--- config.mk ---
export PLATFORM = sky130hd
export DESIGN_NAME = fcore_efi_dma_engine_flat
export DESIGN_NICKNAME = d
export VERILOG_FILES = /design/src/rtl/fcore_efi_dma_engine_if.sv /design/src/rtl/fcore_efi_dma_engine.sv /design/src/flat_wrapper.sv
export SDC_FILE = /design/constraint.sdc
export NUM_CORES = 1
export LEC_CHECK = 0
export ABC_AREA = 1
export CORE_MARGIN = 1.5
export CORE_UTILIZATION = 45
export CTS_BUF_LIST = sky130_fd_sc_hd__clkbuf_16
export CTS_CLUSTER_DIAMETER = 100
export CTS_CLUSTER_SIZE = 25
export DETAILED_ROUTE_END_ITERATION = 8
export GPL_ROUTABILITY_DRIVEN = 0
export PLACE_DENSITY = 0.85
export SYNTH_ARGS = -nofsm -noshare
export SYNTH_HDL_FRONTEND = slang
export SYNTH_SLANG_ARGS = --single-unit
export TNS_END_PERCENT = 5
--- constraint.sdc ---
create_clock -name clock -period 4.3 [get_ports clock]
set_input_delay 0.645 -clock clock [delete_from_list [all_inputs] [get_ports clock]]
set_output_delay 0.645 -clock clock [all_outputs]
set_load 0.01 [all_outputs]
--- src/rtl/fcore_efi_dma_engine_if.sv ---
// rtl/fcore_efi_dma_engine_if.sv - stream bundle for EFI argument, result and writeback paths
// Writeback has no ready: the register file always accepts.
interface fcore_efi_dma_engine_if #(
   parameter int DATA_WIDTH = 32,
   parameter int DEST_WIDTH = 8
);
   logic [DATA_WIDTH-1:0] data;
   logic [DEST_WIDTH-1:0] dest;
   logic                  valid;
   logic                  ready;
   logic                  tlast;

   modport master    (output data, dest, valid, tlast, input ready);
   modport slave     (input data, dest, valid, tlast, output ready);
   modport writeback (output data, dest, valid);
endinterface

--- src/rtl/fcore_efi_dma_engine.sv ---
// rtl/fcore_efi_dma_engine.sv - fCore EFI argument/result mover
// Streams argument registers to the EFI, then writes returned results into the channel window.
module fcore_efi_dma_engine #(
   parameter int DATAPATH_WIDTH      = 32,
   parameter int REG_ADDR_WIDTH      = 8,
   parameter int BASE_REG_ADDR_WIDTH = 4,
   parameter int CH_ADDRESS_WIDTH    = 8,
   parameter int MEM_READ_LATENCY    = 1,
   parameter int MAX_LENGTH          = 16,
   parameter int TIMEOUT_CYCLES      = 1024
) (
   input  logic                        clock,
   input  logic                        reset,
   input  logic                        send_arguments,
   input  logic [REG_ADDR_WIDTH-1:0]   arguments_base_address,
   input  logic [REG_ADDR_WIDTH-1:0]   return_base_address,
   input  logic [CH_ADDRESS_WIDTH-1:0] channel_address,
   input  logic [7:0]                  length,
   output logic                        busy,
   output logic                        done,
   output logic                        length_error,
   output logic                        timeout_error,
   output logic [1:0]                  mem_efi_enable,
   output logic [REG_ADDR_WIDTH-1:0]   mem_address,
   input  logic [DATAPATH_WIDTH-1:0]   mem_read_data,
   fcore_efi_dma_engine_if.master      efi_arguments,
   fcore_efi_dma_engine_if.slave       efi_results,
   fcore_efi_dma_engine_if.writeback   result_writeback
);
   localparam int DEPTH = MEM_READ_LATENCY + 1;
   localparam int CNT_W = $clog2(DEPTH + 2);
   localparam int PTR_W = $clog2(DEPTH);
   localparam int TMO_W = $clog2(TIMEOUT_CYCLES + 1);

   localparam logic [1:0] S_IDLE = 2'd0;
   localparam logic [1:0] S_SEND = 2'd1;
   localparam logic [1:0] S_WAIT = 2'd2;
   localparam logic [1:0] S_LAST = 2'd3;

   logic [1:0]                  state_q, state_d;
   logic [REG_ADDR_WIDTH-1:0]   args_base_q, args_base_d, ret_base_q, ret_base_d;
   logic [CH_ADDRESS_WIDTH-1:0] ch_q, ch_d;
   logic [7:0]                  len_q, len_d, rd_idx_q, rd_idx_d, tx_idx_q, tx_idx_d;
   logic [CNT_W-1:0]            out_cnt_q, out_cnt_d, fifo_cnt_q, fifo_cnt_d;
   logic [PTR_W-1:0]            wr_ptr_q, wr_ptr_d, rd_ptr_q, rd_ptr_d;
   logic [DATAPATH_WIDTH-1:0]   fifo_mem_q [DEPTH];
   logic [DATAPATH_WIDTH-1:0]   fifo_mem_d [DEPTH];
   logic [MEM_READ_LATENCY-1:0] pipe_q, pipe_d;
   logic [TMO_W-1:0]            tmo_q, tmo_d;
   logic                        done_q, done_d, len_err_q, len_err_d, tmo_err_q, tmo_err_d;
   logic                        wb_valid_q, wb_valid_d;
   logic [DATAPATH_WIDTH-1:0]   wb_data_q, wb_data_d;
   logic [REG_ADDR_WIDTH-1:0]   wb_dest_q, wb_dest_d;

   logic [REG_ADDR_WIDTH-1:0]   ch_off;
   logic [CNT_W-1:0]            slots_used;
   logic                        arg_fire, arg_last, res_fire, issue, capture;

   assign ch_off   = REG_ADDR_WIDTH'(ch_q) << BASE_REG_ADDR_WIDTH;
   assign arg_last = (tx_idx_q == len_q - 8'd1);
   assign arg_fire = efi_arguments.valid && efi_arguments.ready;
   assign res_fire = efi_results.valid && efi_results.ready;
   assign capture  = pipe_q[MEM_READ_LATENCY-1];
   // A slot freed by this cycle's pop is reusable now, which keeps beats back-to-back.
   assign slots_used = out_cnt_q + fifo_cnt_q - CNT_W'(arg_fire);
   assign issue      = (state_q == S_SEND) && (rd_idx_q < len_q) && (slots_used < CNT_W'(DEPTH));

   assign efi_arguments.valid = (state_q == S_SEND) && (fifo_cnt_q != '0);
   assign efi_arguments.data  = fifo_mem_q[rd_ptr_q];
   assign efi_arguments.dest  = (state_q == S_SEND) ? REG_ADDR_WIDTH'(tx_idx_q) : '0;
   assign efi_arguments.tlast = (state_q == S_SEND) && arg_last;
   assign efi_results.ready   = (state_q == S_WAIT);

   assign result_writeback.valid = wb_valid_q;
   assign result_writeback.data  = wb_data_q;
   assign result_writeback.dest  = wb_dest_q;

   assign busy           = (state_q != S_IDLE);
   assign done           = done_q;
   assign length_error   = len_err_q;
   assign timeout_error  = tmo_err_q;
   assign mem_efi_enable = (state_q == S_SEND) ? 2'd1 : (wb_valid_q ? 2'd3 : 2'd0);
   assign mem_address    = (state_q == S_SEND) ? args_base_q + REG_ADDR_WIDTH'(rd_idx_q) + ch_off : '0;

   always_comb begin
      state_d     = state_q;
      args_base_d = args_base_q;
      ret_base_d  = ret_base_q;
      ch_d        = ch_q;
      len_d       = len_q;
      tmo_d       = tmo_q;
      done_d      = 1'b0;
      len_err_d   = 1'b0;
      tmo_err_d   = 1'b0;
      wb_valid_d  = 1'b0;
      wb_data_d   = wb_data_q;
      wb_dest_d   = wb_dest_q;
      fifo_mem_d  = fifo_mem_q;

      pipe_d     = pipe_q << 1;
      pipe_d[0]  = issue;
      rd_idx_d   = rd_idx_q + 8'(issue);
      tx_idx_d   = tx_idx_q + 8'(arg_fire);
      out_cnt_d  = out_cnt_q + CNT_W'(issue) - CNT_W'(capture);
      fifo_cnt_d = fifo_cnt_q + CNT_W'(capture) - CNT_W'(arg_fire);
      wr_ptr_d   = wr_ptr_q;
      rd_ptr_d   = rd_ptr_q;
      if (capture) begin
         fifo_mem_d[wr_ptr_q] = mem_read_data;
         wr_ptr_d = (wr_ptr_q == PTR_W'(DEPTH - 1)) ? '0 : wr_ptr_q + 1'b1;
      end
      if (arg_fire) begin
         rd_ptr_d = (rd_ptr_q == PTR_W'(DEPTH - 1)) ? '0 : rd_ptr_q + 1'b1;
      end

      case (state_q)
         S_IDLE: begin
            if (send_arguments) begin
               args_base_d = arguments_base_address;
               ret_base_d  = return_base_address;
               ch_d        = channel_address;
               len_d       = length;
               rd_idx_d    = '0;
               tx_idx_d    = '0;
               out_cnt_d   = '0;
               fifo_cnt_d  = '0;
               wr_ptr_d    = '0;
               rd_ptr_d    = '0;
               pipe_d      = '0;
               if (length == 8'd0)                 done_d    = 1'b1;
               else if (length > 8'(MAX_LENGTH))   len_err_d = 1'b1;
               else                                state_d   = S_SEND;
            end
         end
         S_SEND: begin
            if (arg_fire && arg_last) begin
               state_d = S_WAIT;
               tmo_d   = '0;
            end
         end
         S_WAIT: begin
            if (res_fire) begin
               wb_valid_d = 1'b1;
               wb_data_d  = efi_results.data;
               wb_dest_d  = ret_base_q + efi_results.dest + ch_off;
               tmo_d      = '0;
               if (efi_results.tlast) state_d = S_LAST;
            end else if (tmo_q == TMO_W'(TIMEOUT_CYCLES - 1)) begin
               state_d   = S_IDLE;
               tmo_err_d = 1'b1;
            end else begin
               tmo_d = tmo_q + 1'b1;
            end
         end
         default: begin
            // Final writeback is on the bus this cycle; completion follows it.
            state_d = S_IDLE;
            done_d  = 1'b1;
         end
      endcase
   end

   always_ff @(posedge clock) begin
      if (reset) begin
         state_q     <= S_IDLE;
         args_base_q <= '0;
         ret_base_q  <= '0;
         ch_q        <= '0;
         len_q       <= '0;
         rd_idx_q    <= '0;
         tx_idx_q    <= '0;
         out_cnt_q   <= '0;
         fifo_cnt_q  <= '0;
         wr_ptr_q    <= '0;
         rd_ptr_q    <= '0;
         fifo_mem_q  <= '{default: '0};
         pipe_q      <= '0;
         tmo_q       <= '0;
         done_q      <= 1'b0;
         len_err_q   <= 1'b0;
         tmo_err_q   <= 1'b0;
         wb_valid_q  <= 1'b0;
         wb_data_q   <= '0;
         wb_dest_q   <= '0;
      end else begin
         state_q     <= state_d;
         args_base_q <= args_base_d;
         ret_base_q  <= ret_base_d;
         ch_q        <= ch_d;
         len_q       <= len_d;
         rd_idx_q    <= rd_idx_d;
         tx_idx_q    <= tx_idx_d;
         out_cnt_q   <= out_cnt_d;
         fifo_cnt_q  <= fifo_cnt_d;
         wr_ptr_q    <= wr_ptr_d;
         rd_ptr_q    <= rd_ptr_d;
         fifo_mem_q  <= fifo_mem_d;
         pipe_q      <= pipe_d;
         tmo_q       <= tmo_d;
         done_q      <= done_d;
         len_err_q   <= len_err_d;
         tmo_err_q   <= tmo_err_d;
         wb_valid_q  <= wb_valid_d;
         wb_data_q   <= wb_data_d;
         wb_dest_q   <= wb_dest_d;
      end
   end
endmodule

--- src/flat_wrapper.sv ---
// flat-port wrapper written by rule: the top's interface ports become plain ports
module fcore_efi_dma_engine_flat 
#(
   parameter int DATAPATH_WIDTH      = 32,
   parameter int REG_ADDR_WIDTH      = 8,
   parameter int BASE_REG_ADDR_WIDTH = 4,
   parameter int CH_ADDRESS_WIDTH    = 8,
   parameter int MEM_READ_LATENCY    = 1,
   parameter int MAX_LENGTH          = 16,
   parameter int TIMEOUT_CYCLES      = 1024
)
  (clock, reset, send_arguments, arguments_base_address, return_base_address, channel_address, length, busy, done, length_error, timeout_error, mem_efi_enable, mem_address, mem_read_data, efi_arguments_data, efi_arguments_dest, efi_arguments_valid, efi_arguments_tlast, efi_arguments_ready, efi_results_data, efi_results_dest, efi_results_valid, efi_results_tlast, efi_results_ready, result_writeback_data, result_writeback_dest, result_writeback_valid);
  fcore_efi_dma_engine_if #(.DATA_WIDTH(32), .DEST_WIDTH(8)) efi_arguments_i ();
  fcore_efi_dma_engine_if #(.DATA_WIDTH(32), .DEST_WIDTH(8)) efi_results_i ();
  fcore_efi_dma_engine_if #(.DATA_WIDTH(32), .DEST_WIDTH(8)) result_writeback_i ();
  input  logic clock;
  input  logic reset;
  input  logic send_arguments;
  input  logic [REG_ADDR_WIDTH-1:0] arguments_base_address;
  input  logic [REG_ADDR_WIDTH-1:0] return_base_address;
  input  logic [CH_ADDRESS_WIDTH-1:0] channel_address;
  input  logic [7:0] length;
  output logic busy;
  output logic done;
  output logic length_error;
  output logic timeout_error;
  output logic [1:0] mem_efi_enable;
  output logic [REG_ADDR_WIDTH-1:0] mem_address;
  input  logic [DATAPATH_WIDTH-1:0] mem_read_data;
  output wire logic [$bits(efi_arguments_i.data)-1:0] efi_arguments_data;
  output wire logic [$bits(efi_arguments_i.dest)-1:0] efi_arguments_dest;
  output wire logic [$bits(efi_arguments_i.valid)-1:0] efi_arguments_valid;
  output wire logic [$bits(efi_arguments_i.tlast)-1:0] efi_arguments_tlast;
  input wire logic [$bits(efi_arguments_i.ready)-1:0] efi_arguments_ready;
  input wire logic [$bits(efi_results_i.data)-1:0] efi_results_data;
  input wire logic [$bits(efi_results_i.dest)-1:0] efi_results_dest;
  input wire logic [$bits(efi_results_i.valid)-1:0] efi_results_valid;
  input wire logic [$bits(efi_results_i.tlast)-1:0] efi_results_tlast;
  output wire logic [$bits(efi_results_i.ready)-1:0] efi_results_ready;
  output wire logic [$bits(result_writeback_i.data)-1:0] result_writeback_data;
  output wire logic [$bits(result_writeback_i.dest)-1:0] result_writeback_dest;
  output wire logic [$bits(result_writeback_i.valid)-1:0] result_writeback_valid;
  assign efi_arguments_data = efi_arguments_i.data;
  assign efi_arguments_dest = efi_arguments_i.dest;
  assign efi_arguments_valid = efi_arguments_i.valid;
  assign efi_arguments_tlast = efi_arguments_i.tlast;
  assign efi_arguments_i.ready = efi_arguments_ready;
  assign efi_results_i.data = efi_results_data;
  assign efi_results_i.dest = efi_results_dest;
  assign efi_results_i.valid = efi_results_valid;
  assign efi_results_i.tlast = efi_results_tlast;
  assign efi_results_ready = efi_results_i.ready;
  assign result_writeback_data = result_writeback_i.data;
  assign result_writeback_dest = result_writeback_i.dest;
  assign result_writeback_valid = result_writeback_i.valid;
  fcore_efi_dma_engine #(.DATAPATH_WIDTH(DATAPATH_WIDTH), .REG_ADDR_WIDTH(REG_ADDR_WIDTH), .BASE_REG_ADDR_WIDTH(BASE_REG_ADDR_WIDTH), .CH_ADDRESS_WIDTH(CH_ADDRESS_WIDTH), .MEM_READ_LATENCY(MEM_READ_LATENCY), .MAX_LENGTH(MAX_LENGTH), .TIMEOUT_CYCLES(TIMEOUT_CYCLES)) u_core (.clock(clock), .reset(reset), .send_arguments(send_arguments), .arguments_base_address(arguments_base_address), .return_base_address(return_base_address), .channel_address(channel_address), .length(length), .busy(busy), .done(done), .length_error(length_error), .timeout_error(timeout_error), .mem_efi_enable(mem_efi_enable), .mem_address(mem_address), .mem_read_data(mem_read_data), .efi_arguments(efi_arguments_i), .efi_results(efi_results_i), .result_writeback(result_writeback_i));
endmodule
==> results.cfg, run 1 <==
[clock_tree]
cts.sink_count = 172
ctsHoldBuffers = 0
post_cts_buffers = 0
clk_pin_slew_worst_paths_ns = 0.07
clock_path_buffers = 2
post_cts.resized_instances = 0
worst_skew_pair.late_latency_ns = 0.43
cts_tree = yes
cts_bufs_inserted = 17
h-tree-depth = 4
root_buffer = sky130_fd_sc_hd__clkbuf_16

[yosys]
synthesis.yosys.warnings = 0
yosysSeqAreaShare = 0.419
total_of_flip_flops_plus_latches_after_synthesis = 172
syn-num-nets = 1296
yosysUniqueCellTypes = 35
syn-cell-area_um2 = 8220
synth-adder-area-share = 0.0864
synth_area_per_cell_um2 = 7.25
synth_compound_area_frac = 0.119
async_reset_ff_frac = 0
combinational_family_with_the_most_area_after_synthesis = simple AND/OR/NAND/NOR gates
synth-main-ff-cell = sky130_fd_sc_hd__dfxtp_1
netlist_instances = 1134
multiplexer_share_of_the_synthesized_area = 0
synth_edf_count = 0
post_synth_xor_area_fraction = 0.0320
yosys.area_share.simple = 0.277

[power]
static-leakage-power_nw = 4.78
power.density_cell_area_nw_per_um2 = 469
p_total_mw = 5.18
peakVddDrop_mv = 0.291

[finish]
final_common_cell = sky130_fd_sc_hd__nor2_1
synthToLayoutAreaGrowth_pct = 34.4
post_layout_nonfiller_instances = 1555
layout.filler_cells = 1566
finish.net_count = 1475
layout_common_cells = sky130_fd_sc_hd__nor2_1 (267), sky130_fd_sc_hd__clkdlybuf4s50_1 (203), sky130_fd_sc_hd__nand2_1 (190)
diodes = 0
share_of_post_route_cells_with_drive_strength_above_1 = 0.0573
layout.core_utilization = 0.615

[route]
detail_route.wl_per_cell_um = 13.9
viasPerCell = 5.10
drt-pass1-iter-count = 6
wl_mm = 21.6
detailedRoute.firstIterationViolations = 505
final_antenna_net_count = 0
vias = 7933
route.detailed.drc = 0

[worst_setup_path]
worst-path-max-fanout = 4
timing.critical_path.from_type = flip-flop
cp_delay_by_family_top = adder cells
slowest_stage = sky130_fd_sc_hd__clkdlybuf4s50_1
crit_path_cells = ha_1 > ha_1 > inv_1 > fa_1 > o21ai_0 > a21oi_1 > nor2_1 > nor2_1 > o21bai_1 > o21ai_0 > a21oi_1 > clkdlybuf4s50_1
crit_path_max_incr_delay_ns = 0.56
critical_path_class = flip-flop to output port
worst-endpoint-required_ns = 3.65
nature_of_the_critical_path_endpoint = output port
cp.arrival_ns = 3.13
path_buf_inv = 2

[status]
status = complete, no violations

[placement]
port_buffers = 203
hpwl_mm = 14.7
placedCellCount = 1523
dpl_worst_slack_ns = 0.998

[floorplan]
row_count = 49
chipHeight_um = 138
die_x_um = 138
design.die.area_um2 = 19100
initial_core_util = 0.458
core_area_um2 = 18000
num_io_pins = 208

[worst_hold_path]
worstHoldPathType = flip-flop to flip-flop

[global_routing]
antenna_found_initial = 1
number_of_global_route_vias_before_repair = 7449
grt_start_max_net_pins = 115
globalRouteTotalUtil = 0.226
grt_overflow = 0
grt_pass1_wl_mm = 35.8

[timing]
setup_repair_after_global_routing_missed_its_margin = no
setup_ws_ns = 0.527
report.final.slew_viol_count = 0
clock-skew-final_ns = 0.00955
worst_slew_margin_rel = 0.246
achievable-frequency_mhz = 265
final_min_period_over_clock_period = 0.877
setup-tns-final_ns = 0
setup-violations-final = 0
min_period_ns = 3.77
tightest_slew_ns = 1.13
hold_violations = 0

[job]
max_cap_check_violation_count = 0
-- logic make-up after synthesis --
family / after synthesis
DFF: 172
buffers and inverters: 144
adders and majority gates: 52
and+or+nand+nor: 551
AOI/OAI and AO/OA: 185
xor gates and xnor gates: 30
-- worst min-delay path, delay by kind of cell, from the launching register on --
family,cells,cell delay [ns]
AND/OR/NAND/NOR,1,0.06
flip-flops,1,0.31
AO/OA/AOI/OAI,1,0.04
-- metrics by stage --
step | hold slack, ns | instance area [µm²]
after floorplan | 0.421 | 8220
after global placement | 0.428 | 10400
after detailed placement | 0.439 | 10400
after CTS | 0.448 | 11100
after global routing | 0.485 | 11100
final | 0.448 | 11100
-- synth_stat cells, types with 2 or more instances --
cell | n | area share
sky130_fd_sc_hd__a21oi_1 | 49 | 0.030
sky130_fd_sc_hd__a21oi_2 | 3 | 0.0032
sky130_fd_sc_hd__clkbuf_1 | 54 | 0.025
sky130_fd_sc_hd__dfxtp_1 | 172 | 0.42
sky130_fd_sc_hd__fa_1 | 8 | 0.019
sky130_fd_sc_hd__ha_1 | 44 | 0.067
sky130_fd_sc_hd__inv_1 | 84 | 0.038
sky130_fd_sc_hd__inv_2 | 3 | 0.0014
sky130_fd_sc_hd__nand2_1 | 190 | 0.087
sky130_fd_sc_hd__nand2_2 | 5 | 0.0038
sky130_fd_sc_hd__nand3_1 | 52 | 0.032
sky130_fd_sc_hd__nand3_2 | 7 | 0.0085
sky130_fd_sc_hd__nand4_1 | 5 | 0.0038
sky130_fd_sc_hd__nor2_1 | 267 | 0.12
sky130_fd_sc_hd__nor2_2 | 6 | 0.0046
sky130_fd_sc_hd__nor3_1 | 9 | 0.0055
sky130_fd_sc_hd__nor3b_1 | 3 | 0.0027
sky130_fd_sc_hd__o21a_1 | 2 | 0.0018
sky130_fd_sc_hd__o21ai_0 | 119 | 0.072
sky130_fd_sc_hd__o21bai_1 | 3 | 0.0027
sky130_fd_sc_hd__o22ai_1 | 5 | 0.0038
sky130_fd_sc_hd__or2_2 | 3 | 0.0023
sky130_fd_sc_hd__xnor2_1 | 19 | 0.020
sky130_fd_sc_hd__xor2_1 | 11 | 0.012
-- power breakdown --
| part | switching [mW] | internal, mW | leakage, nW |
|---|---|---|---|
| logic | 0.904 | 0.693 | 3.07 |
| registers | 0.127 | 1.79 | 1.40 |
| clock network | 0.679 | 0.988 | 0.316 |
| total | 1.71 | 3.47 | 4.78 |
-- path summary, 6_finish.rpt --
check / startpoint / to / slack [ns] / cells after the start
worst max-delay path: u_core.rd_idx_q[1]$_SDFF_PP0_ / mem_address[7] / 0.53 / 12
worst min-delay path: u_core.tmo_q[10]$_SDFFE_PP0P_ / u_core.tmo_q[10]$_SDFFE_PP0P_ / 0.45 / 2
worst max register to register: u_core.state_q[1]$_SDFFE_PP0P_ / u_core.rd_idx_q[7]$_SDFF_PP0_ / 1.09 / 17
worst min register to register: u_core.tmo_q[10]$_SDFFE_PP0P_ / u_core.tmo_q[10]$_SDFFE_PP0P_ / 0.45 / 2
-- cell type report --
| type | instances | area (µm²) | area share |
|---|---|---|---|
| timing repair buffer | 215 | 2120 | 0.192 |
| clock inverter | 15 | 213 | 0.0192 |
| inverter | 89 | 337 | 0.0304 |
| sequential | 172 | 3440 | 0.311 |
| multi-input combinational | 818 | 4230 | 0.383 |
| clock buffer | 17 | 425 | 0.0385 |
| tap | 229 | 287 | 0.0259 |
-- flip-flops by register name, summed over array words and instances (netlist names), 2 cells and up --
signal                        cells
u_core.ch_q                       4
u_core.fifo_cnt_q                 2
u_core.rd_idx_q                   8
u_core.fifo_mem_q                64
u_core.tmo_q                     11
u_core.len_q                      8
u_core.result_writeback.dest      8
u_core.tx_idx_q                   8
u_core.state_q                    2
u_core.out_cnt_q                  2
u_core.args_base_q                8
u_core.result_writeback.data     32
u_core.ret_base_q                 8
-- per-layer routing --
metal	part of all wire	routed length, µm	global-route usage
met1	0.41	8960	0.272
met2	0.48	10400	0.379
met3	0.074	1610	0.0623
met4	0.030	643	0.101
met5	0.00060	13	0
No activity file was read; power rests on OpenSTA's default activity.
==> inputs of run 2 (changes only) <==
--- a/config.mk
+++ b/config.mk
@@ -13,7 +13,7 @@
 export CTS_CLUSTER_SIZE = 25
 export DETAILED_ROUTE_END_ITERATION = 8
 export GPL_ROUTABILITY_DRIVEN = 0
-export PLACE_DENSITY = 0.85
+export PLACE_DENSITY = 0.84
 export SYNTH_ARGS = -nofsm -noshare
 export SYNTH_HDL_FRONTEND = slang
 export SYNTH_SLANG_ARGS = --single-unit
==> run 2 against run 1 <==
Net effect: critical path type unchanged; highest routed layer unchanged; routed wire length decreased by 0.82%; fmax down 0.80%; non-clock buffer count is 1 higher; via count decreased by 1.5%; count of clock-buffer cells in the layout stayed put; die area unchanged; total power shrank 4.3%; core utilization down 0.46 points; critical endpoint unchanged.
==> results.cfg, run 2 (synthesis gave the netlist of run 1 again) <==
[floorplan]
num_io_pins = 208
core_area_um2 = 18000
initial_core_util = 0.458
die_x_um = 138
row_count = 49
chipHeight_um = 138
design.die.area_um2 = 19100

[global_routing]
grt_start_max_net_pins = 115
number_of_global_route_vias_before_repair = 7452
globalRouteTotalUtil = 0.228
grt_overflow = 0
antenna_found_initial = 1
grt_pass1_wl_mm = 36.0

[finish]
top_register = u_core.fifo_mem_q
layout.filler_cells = 1597
number_of_flip_flops_in_the_largest_register = 64
diodes = 0
final_common_cell = sky130_fd_sc_hd__nor2_1
layout.core_utilization = 0.611
layout_common_cells = sky130_fd_sc_hd__nor2_1 (267), sky130_fd_sc_hd__clkdlybuf4s50_1 (203), sky130_fd_sc_hd__nand2_1 (190)
share_of_post_route_cells_with_drive_strength_above_1 = 0.0550
finish.net_count = 1476
synthToLayoutAreaGrowth_pct = 33.4

[status]
status = complete, no violations

[timing]
tightest_slew_ns = 1.08
worst_slew_margin_rel = 0.282
setup_repair_after_global_routing_missed_its_margin = no
setup-violations-final = 0
final_min_period_over_clock_period = 0.884
setup-tns-final_ns = 0
hold_violations = 0
clock-skew-final_ns = 0.00969
setup_ws_ns = 0.497
achievable-frequency_mhz = 263
min_period_ns = 3.80
report.final.slew_viol_count = 0

[placement]
port_buffers = 203
hpwl_mm = 14.7
dpl_worst_slack_ns = 0.985

[worst_setup_path]
timing.reg2reg.worst_path_depth = 17
worst-path-max-fanout = 4
worst-endpoint-required_ns = 3.65
crit_path_max_incr_delay_ns = 0.56
cp_delay_by_family_top = adder cells
crit_path_cells = ha_1 > ha_1 > inv_1 > fa_1 > o21ai_0 > a21oi_1 > nor2_1 > nor2_1 > o21bai_1 > o21ai_0 > a21oi_1 > clkdlybuf4s50_1
slowest_stage = sky130_fd_sc_hd__clkdlybuf4s50_1
timing.reg2reg.setup_slack_ns = 1.15
worst_r2r_startpoint = u_core.state_q[1]$_SDFFE_PP0P_
timing.critical_path.from_type = flip-flop
rr_endpoint = u_core.rd_idx_q[7]$_SDFF_PP0_
cp.arrival_ns = 3.16
nature_of_the_critical_path_endpoint = output port
path_buf_inv = 2
critical_path_class = flip-flop to output port

[clock_tree]
post_cts_buffers = 0
h-tree-depth = 4
cts_tree = yes
clock_path_buffers = 2
cts.sink_count = 172
post_cts.resized_instances = 0
worst_skew_pair.late_latency_ns = 0.43
cts_bufs_inserted = 17
ctsHoldBuffers = 0
root_buffer = sky130_fd_sc_hd__clkbuf_16
clk_pin_slew_worst_paths_ns = 0.06

[route]
viasPerCell = 5.02
route.detailed.drc = 0
wl_mm = 21.4
detail_route.wl_per_cell_um = 13.8
drt-pass1-iter-count = 5
final_antenna_net_count = 0
detailedRoute.firstIterationViolations = 567
vias = 7812

[worst_hold_path]
hold_start = u_core.tmo_q[10]$_SDFFE_PP0P_
hold_crit_endpoint = u_core.tmo_q[10]$_SDFFE_PP0P_
worstHoldPathType = flip-flop to flip-flop
hold-path-cell-count = 2

[power]
peakVddDrop_mv = 0.300
power.density_cell_area_nw_per_um2 = 452
static-leakage-power_nw = 4.74

[job]
max_cap_check_violation_count = 0
-- run 2: cell count changes in the layout (fill, tap and decap cells not counted), sizes merged --
cell	previous run	this run
buf	12	13
clkinvlp	1	3
clkinv	5	6
bufinv	4	1
-- run 2: tightest hold or removal path, delay by kind of cell (launching register included) --
| kind | cells | cell delay (ns) |
|---|---|---|
| flops | 1 | 0.31 |
| compound gates | 1 | 0.04 |
| simple gates | 1 | 0.06 |
-- run 2: worst max path at each step --
stage / from / to / slack, ns / cells after the start
floorplan: u_core.state_q[1]$_SDFFE_PP0P_ / u_core.rd_idx_q[7]$_SDFF_PP0_ / 1.64 / 17
global placement: u_core.rd_idx_q[1]$_SDFF_PP0_ / mem_address[7] / 1.07 / 12
detailed placement: u_core.rd_idx_q[1]$_SDFF_PP0_ / mem_address[7] / 0.98 / 12
CTS: u_core.rd_idx_q[1]$_SDFF_PP0_ / mem_address[7] / 0.52 / 12
global route: u_core.rd_idx_q[1]$_SDFF_PP0_ / mem_address[7] / 0.25 / 12
finish: u_core.rd_idx_q[1]$_SDFF_PP0_ / mem_address[7] / 0.50 / 12
-- run 2: stage by stage --
step	std cells	power, mW	hold slack, ns	instance area [µm²]
floorplan	1134	2.90	0.421	8220
global placement	1524	3.49	0.429	10400
detailed placement	1524	3.54	0.438	10400
CTS	1556	5.00	0.447	11000
global route	1556	5.27	0.473	11000
finish	1556	4.96	0.444	11000
-- run 2: metal layers --
metal / routed length (µm) / GRT usage / part of all wire
met1: 9140 / 0.270 / 0.43
met2: 10400 / 0.389 / 0.49
met3: 1450 / 0.0700 / 0.067
met4: 422 / 0.0798 / 0.020
met5: 13 / 0 / 0.00061
-- run 2: power by group --
| group | switching [mW] | internal (mW) |
|---|---|---|
| Clock | 0.649 | 0.795 |
| Combinational | 0.898 | 0.695 |
| Sequential | 0.129 | 1.79 |
| Total | 1.68 | 3.28 |
-- run 2: final cells by class --
cell class	instances	area, µm²	share of cell area
Clock inverter	15	123	0.0112
Sequential cell	172	3440	0.314
Clock buffer	17	425	0.0388
Timing Repair Buffer	216	2130	0.194
Inverter	89	337	0.0307
Multi-Input combinational cell	818	4230	0.385
Tap cell	229	287	0.0261
==> inputs of run 3 (changes only) <==
--- a/config.mk
+++ b/config.mk
@@ -9,7 +9,7 @@
 export CORE_MARGIN = 1.5
 export CORE_UTILIZATION = 45
 export CTS_BUF_LIST = sky130_fd_sc_hd__clkbuf_16
-export CTS_CLUSTER_DIAMETER = 100
+export CTS_CLUSTER_DIAMETER = 50
 export CTS_CLUSTER_SIZE = 25
 export DETAILED_ROUTE_END_ITERATION = 8
 export GPL_ROUTABILITY_DRIVEN = 0
==> results of run 3 <==
Final layout, timing and power as in run 2 (identical DEF).
